## src/rtl/fir_pkg.sv

```systemverilog
// Definitions shared across the FIR filter: the sample width and type, and how
// wide a FIFO occupancy counter has to be.
package fir_pkg;

   localparam int unsigned FIR_DATA_WIDTH = 24;

   typedef logic signed [FIR_DATA_WIDTH-1:0] fir_sample_t;

   // Occupancy needs one bit more than a pointer so that "full" can be represented.
   function automatic int unsigned fir_level_width(input int unsigned depth);
      return $clog2(depth) + 1;
   endfunction

endpackage

```

## src/rtl/fir_sync_fifo.sv

```systemverilog
// Synchronous FIFO for the FIR output stage. Occupancy is held in an explicit
// counter, so full and empty are never ambiguous. An empty FIFO never bypasses.
module fir_sync_fifo
   import fir_pkg::*;
#(
   parameter int unsigned DATA_WIDTH = FIR_DATA_WIDTH,
   parameter int unsigned DEPTH      = 8
) (
   input  logic                              i_clk,
   input  logic                              i_rst,
   input  logic                              i_wr,
   input  logic [DATA_WIDTH-1:0]             iv_wdata,
   input  logic                              i_rd,
   output logic [DATA_WIDTH-1:0]             ov_rdata_c,
   output logic                              o_wr_ok_c,
   output logic [fir_level_width(DEPTH)-1:0] ov_level
);

   localparam int unsigned AW = $clog2(DEPTH);
   localparam int unsigned LW = fir_level_width(DEPTH);

   logic [DATA_WIDTH-1:0] mem [DEPTH];
   logic [AW-1:0]         wr_ptr;
   logic [AW-1:0]         rd_ptr;
   logic                  full_c;
   logic                  empty_c;
   logic                  rd_ok_c;

   // When the FIFO is full, a write is still accepted if a read frees the head slot in the same cycle.
   always_comb begin
      full_c     = (ov_level == LW'(DEPTH));
      empty_c    = (ov_level == '0);
      rd_ok_c    = i_rd & ~empty_c;
      o_wr_ok_c  = i_wr & (~full_c | rd_ok_c);
      ov_rdata_c = empty_c ? '0 : mem[rd_ptr];
   end

   always_ff @(posedge i_clk) begin
      if (i_rst) begin
         wr_ptr   <= '0;
         rd_ptr   <= '0;
         ov_level <= '0;
      end else begin
         if (o_wr_ok_c) wr_ptr <= wr_ptr + AW'(1);
         if (rd_ok_c)   rd_ptr <= rd_ptr + AW'(1);
         case ({o_wr_ok_c, rd_ok_c})
            2'b10:   ov_level <= ov_level + LW'(1);
            2'b01:   ov_level <= ov_level - LW'(1);
            default: ov_level <= ov_level;
         endcase
      end
   end

   // Storage has no reset; the occupancy counter decides what is valid.
   always_ff @(posedge i_clk) begin
      if (o_wr_ok_c) mem[wr_ptr] <= iv_wdata;
   end

endmodule

```

## src/rtl/fir_out_buffer.sv

```systemverilog
// FIR output stage: captures the last tap's sum through an enable pipeline and queues it for a valid/ready sink.
// Peak-magnitude tracking is built only when FIR_OUT_PEAK_EN is defined.
module fir_out_buffer
   import fir_pkg::*;
#(
   parameter int unsigned DATA_WIDTH = FIR_DATA_WIDTH,
   parameter int unsigned DEPTH      = 8,
   parameter int unsigned SUM_LAT    = 1
) (
   input  logic                              i_clk,
   input  logic                              i_rst,
   input  logic                              i_en,
   input  logic [DATA_WIDTH-1:0]             iv_sum,
   output logic [DATA_WIDTH-1:0]             ov_tdata,
   output logic                              o_tvalid,
   input  logic                              i_tready,
   output logic [fir_level_width(DEPTH)-1:0] ov_level,
   output logic                              o_overflow,
   input  logic                              i_clr_stat,
   output logic [DATA_WIDTH-2:0]             ov_peak
);

   logic [SUM_LAT-1:0] en_pipe;
   logic               wr_req;
   logic               wr_ok_c;
   logic               rd_c;

   // Delays the sample-step enable until the tap sum it refers to is valid.
   generate
      if (SUM_LAT > 1) begin : g_pipe_multi
         always_ff @(posedge i_clk) begin
            if (i_rst) en_pipe <= '0;
            else       en_pipe <= {en_pipe[SUM_LAT-2:0], i_en};
         end
      end else begin : g_pipe_single
         always_ff @(posedge i_clk) begin
            if (i_rst) en_pipe <= '0;
            else       en_pipe <= i_en;
         end
      end
   endgenerate

   assign wr_req   = en_pipe[SUM_LAT-1];
   assign o_tvalid = (ov_level != '0);
   assign rd_c     = o_tvalid & i_tready;

   fir_sync_fifo #(
      .DATA_WIDTH (DATA_WIDTH),
      .DEPTH      (DEPTH)
   ) u_fifo (
      .i_clk      (i_clk),
      .i_rst      (i_rst),
      .i_wr       (wr_req),
      .iv_wdata   (iv_sum),
      .i_rd       (rd_c),
      .ov_rdata_c (ov_tdata),
      .o_wr_ok_c  (wr_ok_c),
      .ov_level   (ov_level)
   );

   // Sticky drop flag; if a drop and a clear arrive in the same cycle, the drop wins.
   always_ff @(posedge i_clk) begin
      if (i_rst)                   o_overflow <= 1'b0;
      else if (wr_req & ~wr_ok_c)  o_overflow <= 1'b1;
      else if (i_clr_stat)         o_overflow <= 1'b0;
   end

`ifdef FIR_OUT_PEAK_EN
   logic [DATA_WIDTH-1:0] neg_c;
   logic [DATA_WIDTH-2:0] abs_c;

   // |sample|, with the most negative code saturating to the largest positive magnitude.
   always_comb begin
      neg_c = ~iv_sum + DATA_WIDTH'(1);
      abs_c = iv_sum[DATA_WIDTH-2:0];
      if (iv_sum[DATA_WIDTH-1]) begin
         if (iv_sum[DATA_WIDTH-2:0] == '0) abs_c = '1;
         else                              abs_c = neg_c[DATA_WIDTH-2:0];
      end
   end

   always_ff @(posedge i_clk) begin
      if (i_rst) begin
         ov_peak <= '0;
      end else if (wr_ok_c) begin
         if (i_clr_stat || (abs_c > ov_peak)) ov_peak <= abs_c;
      end else if (i_clr_stat) begin
         ov_peak <= '0;
      end
   end
`else
   assign ov_peak = '0;
`endif

endmodule
```

## config.mk

```make
export PLATFORM = sky130hd
export DESIGN_NAME = fir_out_buffer
export DESIGN_NICKNAME = d
export VERILOG_FILES = /design/src/rtl/fir_pkg.sv /design/src/rtl/fir_sync_fifo.sv /design/src/rtl/fir_out_buffer.sv
export SDC_FILE = /design/constraint.sdc
export NUM_CORES = 1
export LEC_CHECK = 0
export BUFFER_PORTS_ARGS = -buffer_cell sky130_fd_sc_hd__buf_2
export CAP_MARGIN = 10
export CORE_UTILIZATION = 50
export CTS_BUF_LIST = sky130_fd_sc_hd__clkbuf_4 sky130_fd_sc_hd__clkbuf_8
export DETAILED_ROUTE_END_ITERATION = 10
export PLACE_DENSITY = 0.69
export SYNTH_ARGS = -nofsm -noshare
export SYNTH_HDL_FRONTEND = slang
export SYNTH_SLANG_ARGS = --single-unit
export TNS_END_PERCENT = 5
```

## constraint.sdc

```tcl
create_clock -name i_clk -period 4.3 [get_ports i_clk]
set_input_delay 0.86 -clock i_clk [delete_from_list [all_inputs] [get_ports i_clk]]
set_output_delay 0.86 -clock i_clk [all_outputs]
set_load 0.01 [all_outputs]
```

* Yosys cells after proc, flatten, opt, wreduce, memory -nomap -nowiden
Memories as Yosys holds them, arrays and structs flattened. A register that Yosys moved wholly into a read port is not among the register bits. Cells that the tools add are included. W data, S select, Z words.
Storage, ports and cells: memories 1, register bits after elaboration 12, bits of input ports 29, bits in writable memories 192, logic and storage cells 33, output and inout port bits 53
Memory list:
- u_fifo.mem | depth 8, bits a word 24, rd ports 1, clocked after Yosys merged registers in 1, write ports 1, RTL line fir_sync_fifo.sv:22 | logic [DATA_WIDTH-1:0] mem [DEPTH];
Operators by class: reductions and logical operators 4, equality and inequality tests 3, $add $sub $neg 4, bitwise logic cells 8, mux-type cells 8
Operators with widths (number):
- $mux W24 | 1
- $pmux W4 S2 | 1
- $add A3 B1 Y3 const B | 2
- $mux W3 | 2
- $add A4 B1 Y4 const B | 1
- $and A1 B1 Y1 | 4
- $eq A4 B4 Y1 const B | 1
- $logic_not A4 Y1 | 1
- $mux W1 | 4
- $reduce_bool A2 Y1 | 2
- $reduce_bool A4 Y1 | 1
- $sub A4 B1 Y4 const B | 1
- $not A1 Y1 | 3
- $eq A2 B1 Y1 const B | 1
- $eq A2 B2 Y1 const B | 1
- $or A1 B1 Y1 | 1

* Depth between registers and ports, before layout
Gate-level depths: netlist (run 1).
depth in word-level cells 8, gate-level depth with buffers 12, mapped depth without buffers 11

* By module
A second synthesis (run 1) with hierarchy kept.
Second synthesis, totals: cell total of the unflattened synthesis 417, area, all modules 8262.9 sq um
Modules (own cells, without submodules):
- fir_sync_fifo | area each 8002.7 sq um, cells each 385, instances 1, sequential area each 6025.8 sq um
- fir_out_buffer | area each 260.2 sq um, cells each 32, instances 1, sequential area each 40.0 sq um

* Worst setup path before layout (run 1)
Ideal clock, no wire load.
kind input port to flip-flop, start input port i_tready, end memory u_fifo.mem[0][0] (netlist bit), enable pin, stages on the path 4, arrival 3.112 ns, required time 3.865 ns, path buffers 0, slack 0.753 ns, setup time 0.435 ns, cell sequence nand2b_1 -> o21ai_2 -> or2_2 -> nor3_1
On the way: word-level cells in the longest chain between the ends 6
Ends and longest elaborated chain:
- start: declaration | RTL line fir_out_buffer.sv:16 | input logic i_tready,
- $and A1 B1 Y1 | RTL line fir_out_buffer.sv:45 | assign rd_c = o_tvalid & i_tready;
- $and A1 B1 Y1 | RTL line fir_sync_fifo.sv:33 | rd_ok_c = i_rd & ~empty_c;
- $or A1 B1 Y1 | RTL line fir_sync_fifo.sv:34 | o_wr_ok_c = i_wr & (~full_c | rd_ok_c);
- $and A1 B1 Y1 | RTL line fir_sync_fifo.sv:34
- $mux W1 | RTL line fir_sync_fifo.sv:56 | if (o_wr_ok_c) mem[wr_ptr] <= iv_wdata;
- $mux W1 (implied by the code) | RTL line fir_sync_fifo.sv:56
- end: declaration | RTL line fir_sync_fifo.sv:22
No other way between the ends.

==> results of run 1 <==
[layer usage]
metal / share of wire / vias up
met5: 0.00087 / -
met4: 0.018 / 2
met3: 0.054 / 29
met2: 0.52 / 134
met1: 0.41 / 2019
li1: - / 1770
[worst reg2reg max path: stages, from the launching register on]
cell and delay (ns):
dfxtp_1 0.37, or3_4 0.47, nor2_8 0.40, inv_2 0.09, and2_4 0.20, ha_1 0.39, nor4b_1 0.42, a41oi_1 0.09
o41ai_1 0.11, mux2_1 0.36
[power by group through the flow]
stage	registers (mW)	clock network [mW]	logic (mW)
finish	2.38	1.69	1.22
global route	2.40	1.81	1.35
CTS	2.39	1.72	1.25
detailed placement	2.43	0	1.25
global placement	2.42	0	1.22
floorplan	2.35	0	0.945
[kinds of logic after synthesis]
| kind of cell | Yosys count | share of synthesized area |
|---|---|---|
| fa+ha+maj | 5 | 0.00764 |
| simple gates | 60 | 0.0347 |
| compound gates | 10 | 0.00810 |
| buf+inv | 42 | 0.0327 |
| other cells | 1 | 0.000458 |
| flops | 207 | 0.741 |
| mux | 77 | 0.168 |
| xor+xnor | 6 | 0.00734 |
[cells in the final DEF (no fill, tap or decap), drive strengths merged, types with 3 or more instances in the layout]
master and n:
nor2b 3, dfxtp 15, ha 5, clkbuf 46, nor2 42, mux4 48
edfxtp 192, xor2 5, mux2i 27, clkinv 14, conb 23, nor3 3
buf 72, a21oi 4, nand2 3, nand2b 3
[through the flow]
stage               worst slack (ns)   util  total power, mW
floorplan                      0.753      -             3.30
finish                         0.952  0.589             5.29
CTS                            0.850  0.589             5.36
detailed placement              1.30  0.546             3.68
global placement                1.35  0.546             3.65
global route                   0.704  0.589             5.55
[synthesized netlist by cell type, types with 2 or more instances]
master / n
o211ai_1: 2
mux2i_1: 27
dfxtp_1: 15
ha_1: 5
nor2b_1: 3
nand2_1: 3
mux4_2: 48
nor2_1: 41
edfxtp_1: 192
nand2b_1: 3
buf_1: 3
buf_4: 25
clkbuf_1: 5
buf_2: 7
nor3_1: 3
xor2_1: 5
a21oi_1: 4
[registers in the layout (all words and copies together) (netlist names), named ones only]
name,cells
en_pipe,1
o_overflow,1
u_fifo.mem,192
u_fifo.ov_level,4
u_fifo.rd_ptr,3
u_fifo.wr_ptr,3
[cell type report]
cell class	instances	area, um2
multi-input combinational	181	1960
tap	216	270
timing repair buffer	72	408
clock buffer	46	583
sequential	207	6070
clock inverter	15	92.6
inverter	1	3.75
fill	1211	6560
[path summary, 6_finish.rpt]
path	startpoint	endpoint	slack, ns	cells past startpoint
worst min register to register	u_fifo.wr_ptr[0]	u_fifo.wr_ptr[0]	0.50	2
worst min-delay path	u_fifo.wr_ptr[0]	u_fifo.wr_ptr[0]	0.50	2
worst max register to register	u_fifo.ov_level[1]	u_fifo.ov_level[3]	1.29	9
worst max-delay path	register	ov_tdata[18]	0.95	5
==> metrics.md, run 1 <==
| Metric | Value |
|---|---|
| Die area | between 15000 and 20000 um2 |
| CTS H-tree depth | 2 |
| Die width | 130 um |
| Leading post-synthesis cells by cell area | edfxtp_1 70%, mux4_2 13%, dfxtp_1 3.7% |
| Logic pwr share | 0.231 |
| Sequential share of the synthesized area | 0.741 |
| Mapped Cells | 408 |
| Fraction of power consumed by sequential logic | 0.450 |
| Starting DRT DRC Count | about 300 |
| Synth area leader | edfxtp_1 |
| Drt first pass iters | 4 |
| Crit-path max FO | 27 |
| Leakage power figure | 3.16 nW |
| N_diodes | 0 |
| Main synth FF type | edfxtp_1 |
| Hold buffers post-CTS | 0 |
| Num CTS Buffers | 35 |
| Detailed-route DRC error count | 0 |
| Vias in the first global route | 4132 |
| Fmax | 299 MHz |
| Crit Path Class | reg2out |
| Initial Util | 0.513 |
| Post-DP Area | 8710 um2 |
| Hold Fails Final Rpt | 0 |
| Fin. max-slew vios | 0 |
| DRT antenna net count | 0 |
| Cell-internal power | about 3.8 mW |
| Setup TNS | 0 ns |
| Port Buffer Count | 58 |
| Worst slew margin | 0.458 |
| First-pass GRT wire length | 23.2 mm |
| Kind of start point of the critical path | register |
| Met3 GRT Util | 0.0414 |
| Hold Slack | 0.501 ns |
| Fin crit period | 3.35 ns |
| Slew at the pin closest to its max-slew limit | 0.812 ns |
| Clock latency on the worst-skew pair | 0.50 ns |
| Sw frac | 0.283 |
| Arrival @ worst endpoint | 2.49 ns |
| Count of flip-flops with a built-in enable after synthesis | ~190 |
| Setup crit end kind | primary output |
| Ys async rst share | 0 |
| Rows | 46 |
| Yosys cell types | 34 |
| Yosys reg bits | ~210 |
| Busiest grt layer | met2 |
| Post-route design area | 9390 um2 |
| Vias | 3954 |
| Syn_area_per_cell | 20.1 um2 |
| P&R area growth vs syn | 14.7% |
| CP cell instances | buf_4, mux4_2, mux2i_1, nor2_1, buf_2 |
| Worst vdd ir | 437 uV |
| IO Pins | ~80 |
| Final Non-Filler Cells | 738 |
| Core Area | between 15000 and 20000 um2 |
| Met2 usage | 0.320 |
| Max Cap Violations | 0 |
| RSZ-0062 raised after global routing | false |
| Met1 Use GR | 0.244 |
| Pwr Density | 564 nW/um2 |
| Clk pwr share | 0.319 |
| Largest net degree at the start of global routing | 28 |
| Sink Count | 207 |
| Clock buffer depth | 3 |
| Status | complete, no violations |
| Critical Path Slowest Stage Cell | dfxtp_4 |
| Grt total ovfl | 0 |
| DR WL/cell | 20.3 um |
| Bufs and invs on worst path | 2 |
| Gp weighted congestion | 0.715 |
| Placed Instances | 677 |
| Fin nets | approximately 530 |
| Top cell type's share of synthesized area | 0.704 |
| Post-Route Skew | about 0.014 ns |
| # resized after CTS | 0 |
| Total Routed Length | 15.0 mm |
| NetSw | ~1.5 mW |
| Critical Path RT | 3.44 ns |
| Netlist Area Pre-Place | 8180 um2 |
| CTS tree | yes |
| Warnings, synthesis | 0 |
| Max incr delay on CP | approximately 0.70 ns |
| Dpl hpwl | 8.81 mm |
| Final period util | 0.779 |
| Delay-heaviest family, CP | multiplexers |
| Setup Fix Bufs, Post-CTS | 0 |
| Min-Delay Path Class | reg2reg |
| CTS root buffer | clkbuf_8 |
| Endpoints failing setup | 0 |
| Layout cell share with drive strength beyond 1 | 0.370 |
| Vias per inst | 5.36 |
| Die Y | 130 um |
| Clock-pin slew on the worst setup and hold paths | 0.05 ns |
| Initial antenna violation count | 1 |
| GRT Util Overall | 0.192 |
Power figures use the tool's default switching activity.
==> run 2: changes to the inputs <==
==> constraint.sdc (replaced) <==
create_clock -name i_clk -period 3.1 [get_ports i_clk]
set_input_delay 0.62 -clock i_clk [delete_from_list [all_inputs] [get_ports i_clk]]
set_output_delay 0.62 -clock i_clk [all_outputs]
set_load 0.01 [all_outputs]
==> run 2 against run 1 <==
- design area decreased by 0.11%
- wire length decreased by 3.1%
- count of clock-buffer cells in the layout increased by 1
- global-route usage decreased by 0.84 points
- final cell count decreased by 0.27%
- utilization decreased by 0.063 points
- critical path depth unchanged
- clock power increased by 29%
- largest cell class unchanged
- total power increased by 37%
- setup slack got worse by 0.81 ns
- critical endpoint is now ov_tdata[22]
- register-to-register slack got worse by 0.79 ns
- via count decreased by 1.2%
==> metrics.md, run 2 (synthesis results as in run 1) <==
| Metric | Value |
|---|---|
| Most frequent cells in the layout | 192 x edfxtp_1, 58 x buf_2, 48 x mux4_2, 36 x clkbuf_8, 35 x nor2_1 |
| Pwr Density | 772 nW/um2 |
| Reg with most FFs | u_fifo.mem |
| Port Buffer Count | 58 |
| DR WL met2 | approximately 7.3 mm |
| Placed Instances | 680 |
| Hold path cells | 2 |
| Hold Fails Final Rpt | 0 |
| Clock-pin slew on the worst setup and hold paths | 0.05 ns |
| Die Y | 130 um |
| Core Area | ~16000 um2 |
| Initial Util | 0.513 |
| Vias per inst | 5.31 |
| Sink Count | 207 |
| Fin nets | 534 |
| Crit Path Class | reg2out |
| Slew at the pin closest to its max-slew limit | 1.01 ns |
| Fin. max-slew vios | 0 |
| Metal3 WL | between 600 and 700 um |
| Clock buffer depth | 3 |
| Vias | approximately 3900 |
| Rows | 46 |
| Largest regs | u_fifo.mem: 192 flops, u_fifo.ov_level: 4 flops |
| Final Non-Filler Cells | 736 |
| DR WL/cell | 19.8 um |
| GRT Util Overall | 0.183 |
| Final period util | 0.955 |
| Critical Path RT | 2.48 ns |
| Worst slew margin | 0.321 |
| Vias in the first global route | 4149 |
| Drt first pass iters | 4 |
| Largest net degree at the start of global routing | 49 |
| Leakage power figure | between 3 and 4 nW |
| Critical Path Stages | 5 |
| Max incr delay on CP | roughly 0.54 ns |
| CTS root buffer | clkbuf_8 |
| Layout cell share with drive strength beyond 1 | 0.370 |
| Post-Route Skew | 0.0241 ns |
| Max reg flops | 192 |
| Worst vdd ir | about 780 uV |
| Max Cap Violations | 0 |
| Fmax | approximately 340 MHz |
| Post-DP Area | 8750 um2 |
| Endpoints failing setup | 0 |
| Setup Fix Bufs, Post-CTS | 0 |
| Post-route design area | 9380 um2 |
| CTS tree | yes |
| Die width | 130 um |
| Arrival @ worst endpoint | 2.34 ns |
| Fillers | 1203 |
| Hold buffers post-CTS | 0 |
| Initial antenna violation count | 1 |
| Overall power | 7.24 mW |
| Setup crit end kind | primary output |
| CP cell instances | buf_12, mux4_2, mux2i_1, nor2_1, buf_2 |
| Commonest non-fill, non-tap cell in the layout | edfxtp_1 |
| Clock latency on the worst-skew pair | 0.52 ns |
| Delay-heaviest family, CP | multiplexers |
| Detailed-route DRC error count | 0 |
| Starting DRT DRC Count | 253 |
| Crit-path max FO | 26 |
| # resized after CTS | 0 |
| Gp weighted congestion | 0.703 |
| DRT antenna net count | 0 |
| CTS H-tree depth | 2 |
| Critical Path Slowest Stage Cell | dfxtp_4 |
| First-pass GRT wire length | approximately 22 mm |
| Worst R2R Path Depth | 9 |
| Hold Slack | around 0.31 ns |
| Setup TNS | 0 ns |
| M1 WL | 6.24 mm |
| Total Routed Length | 14.5 mm |
| Grt total ovfl | 0 |
| P&R area growth vs syn | 14.6% |
| Dpl hpwl | 8.68 mm |
| Min-Delay Path Class | in2reg |
| Top layer in use | met4 |
| Num CTS Buffers | 34 |
| Bufs and invs on worst path | 2 |
| RSZ-0062 raised after global routing | false |
| Die area | roughly 17000 um2 |
| Fin crit period | 2.96 ns |
| IO Pins | 82 |
| Status | complete, no violations |
| Kind of start point of the critical path | register |
==> run 2: final cells by class <==
type,instances,area (um2),share of cell area
Multi-Input combinational cell,181,1960,0.210
Clock buffer,47,578,0.0616
Timing Repair Buffer,75,443,0.0472
Tap cell,216,270,0.0288
Sequential cell,207,6070,0.647
Clock inverter,8,43.8,0.00467
Inverter,1,3.75,0.000400
Antenna cell,1,2.50,0.000267
==> run 2: routing by layer <==
metal	vias to the layer above	track usage
met5	-	0
met1	2015	0.233
li1	1768	-
met3	20	0.0431
met4	0	0.0766
met2	104	0.305
==> run 2: worst paths after layout <==
check	start	end	slack, ns
worst max-delay path	register	ov_tdata[22]	0.14
worst min-delay path	i_en	en_pipe	0.31
worst max register to register	u_fifo.ov_level[1]	u_fifo.ov_level[3]	0.50
worst min register to register	u_fifo.wr_ptr[0]	u_fifo.wr_ptr[0]	0.51
==> run 2: metrics by stage <==
step | setup WS (ns) | util
global placement | 0.449 | 0.549
floorplan | 0.0529 | -
global route | 0.00325 | 0.588
finish | 0.140 | 0.588
detailed placement | 0.361 | 0.549
CTS | 0.0580 | 0.588
==> run 2: where the power goes <==
part	switching, mW	leakage [nW]	internal (mW)
clock network	0.982	0.324	1.20
registers	0.114	1.86	3.14
logic	0.954	0.950	0.852
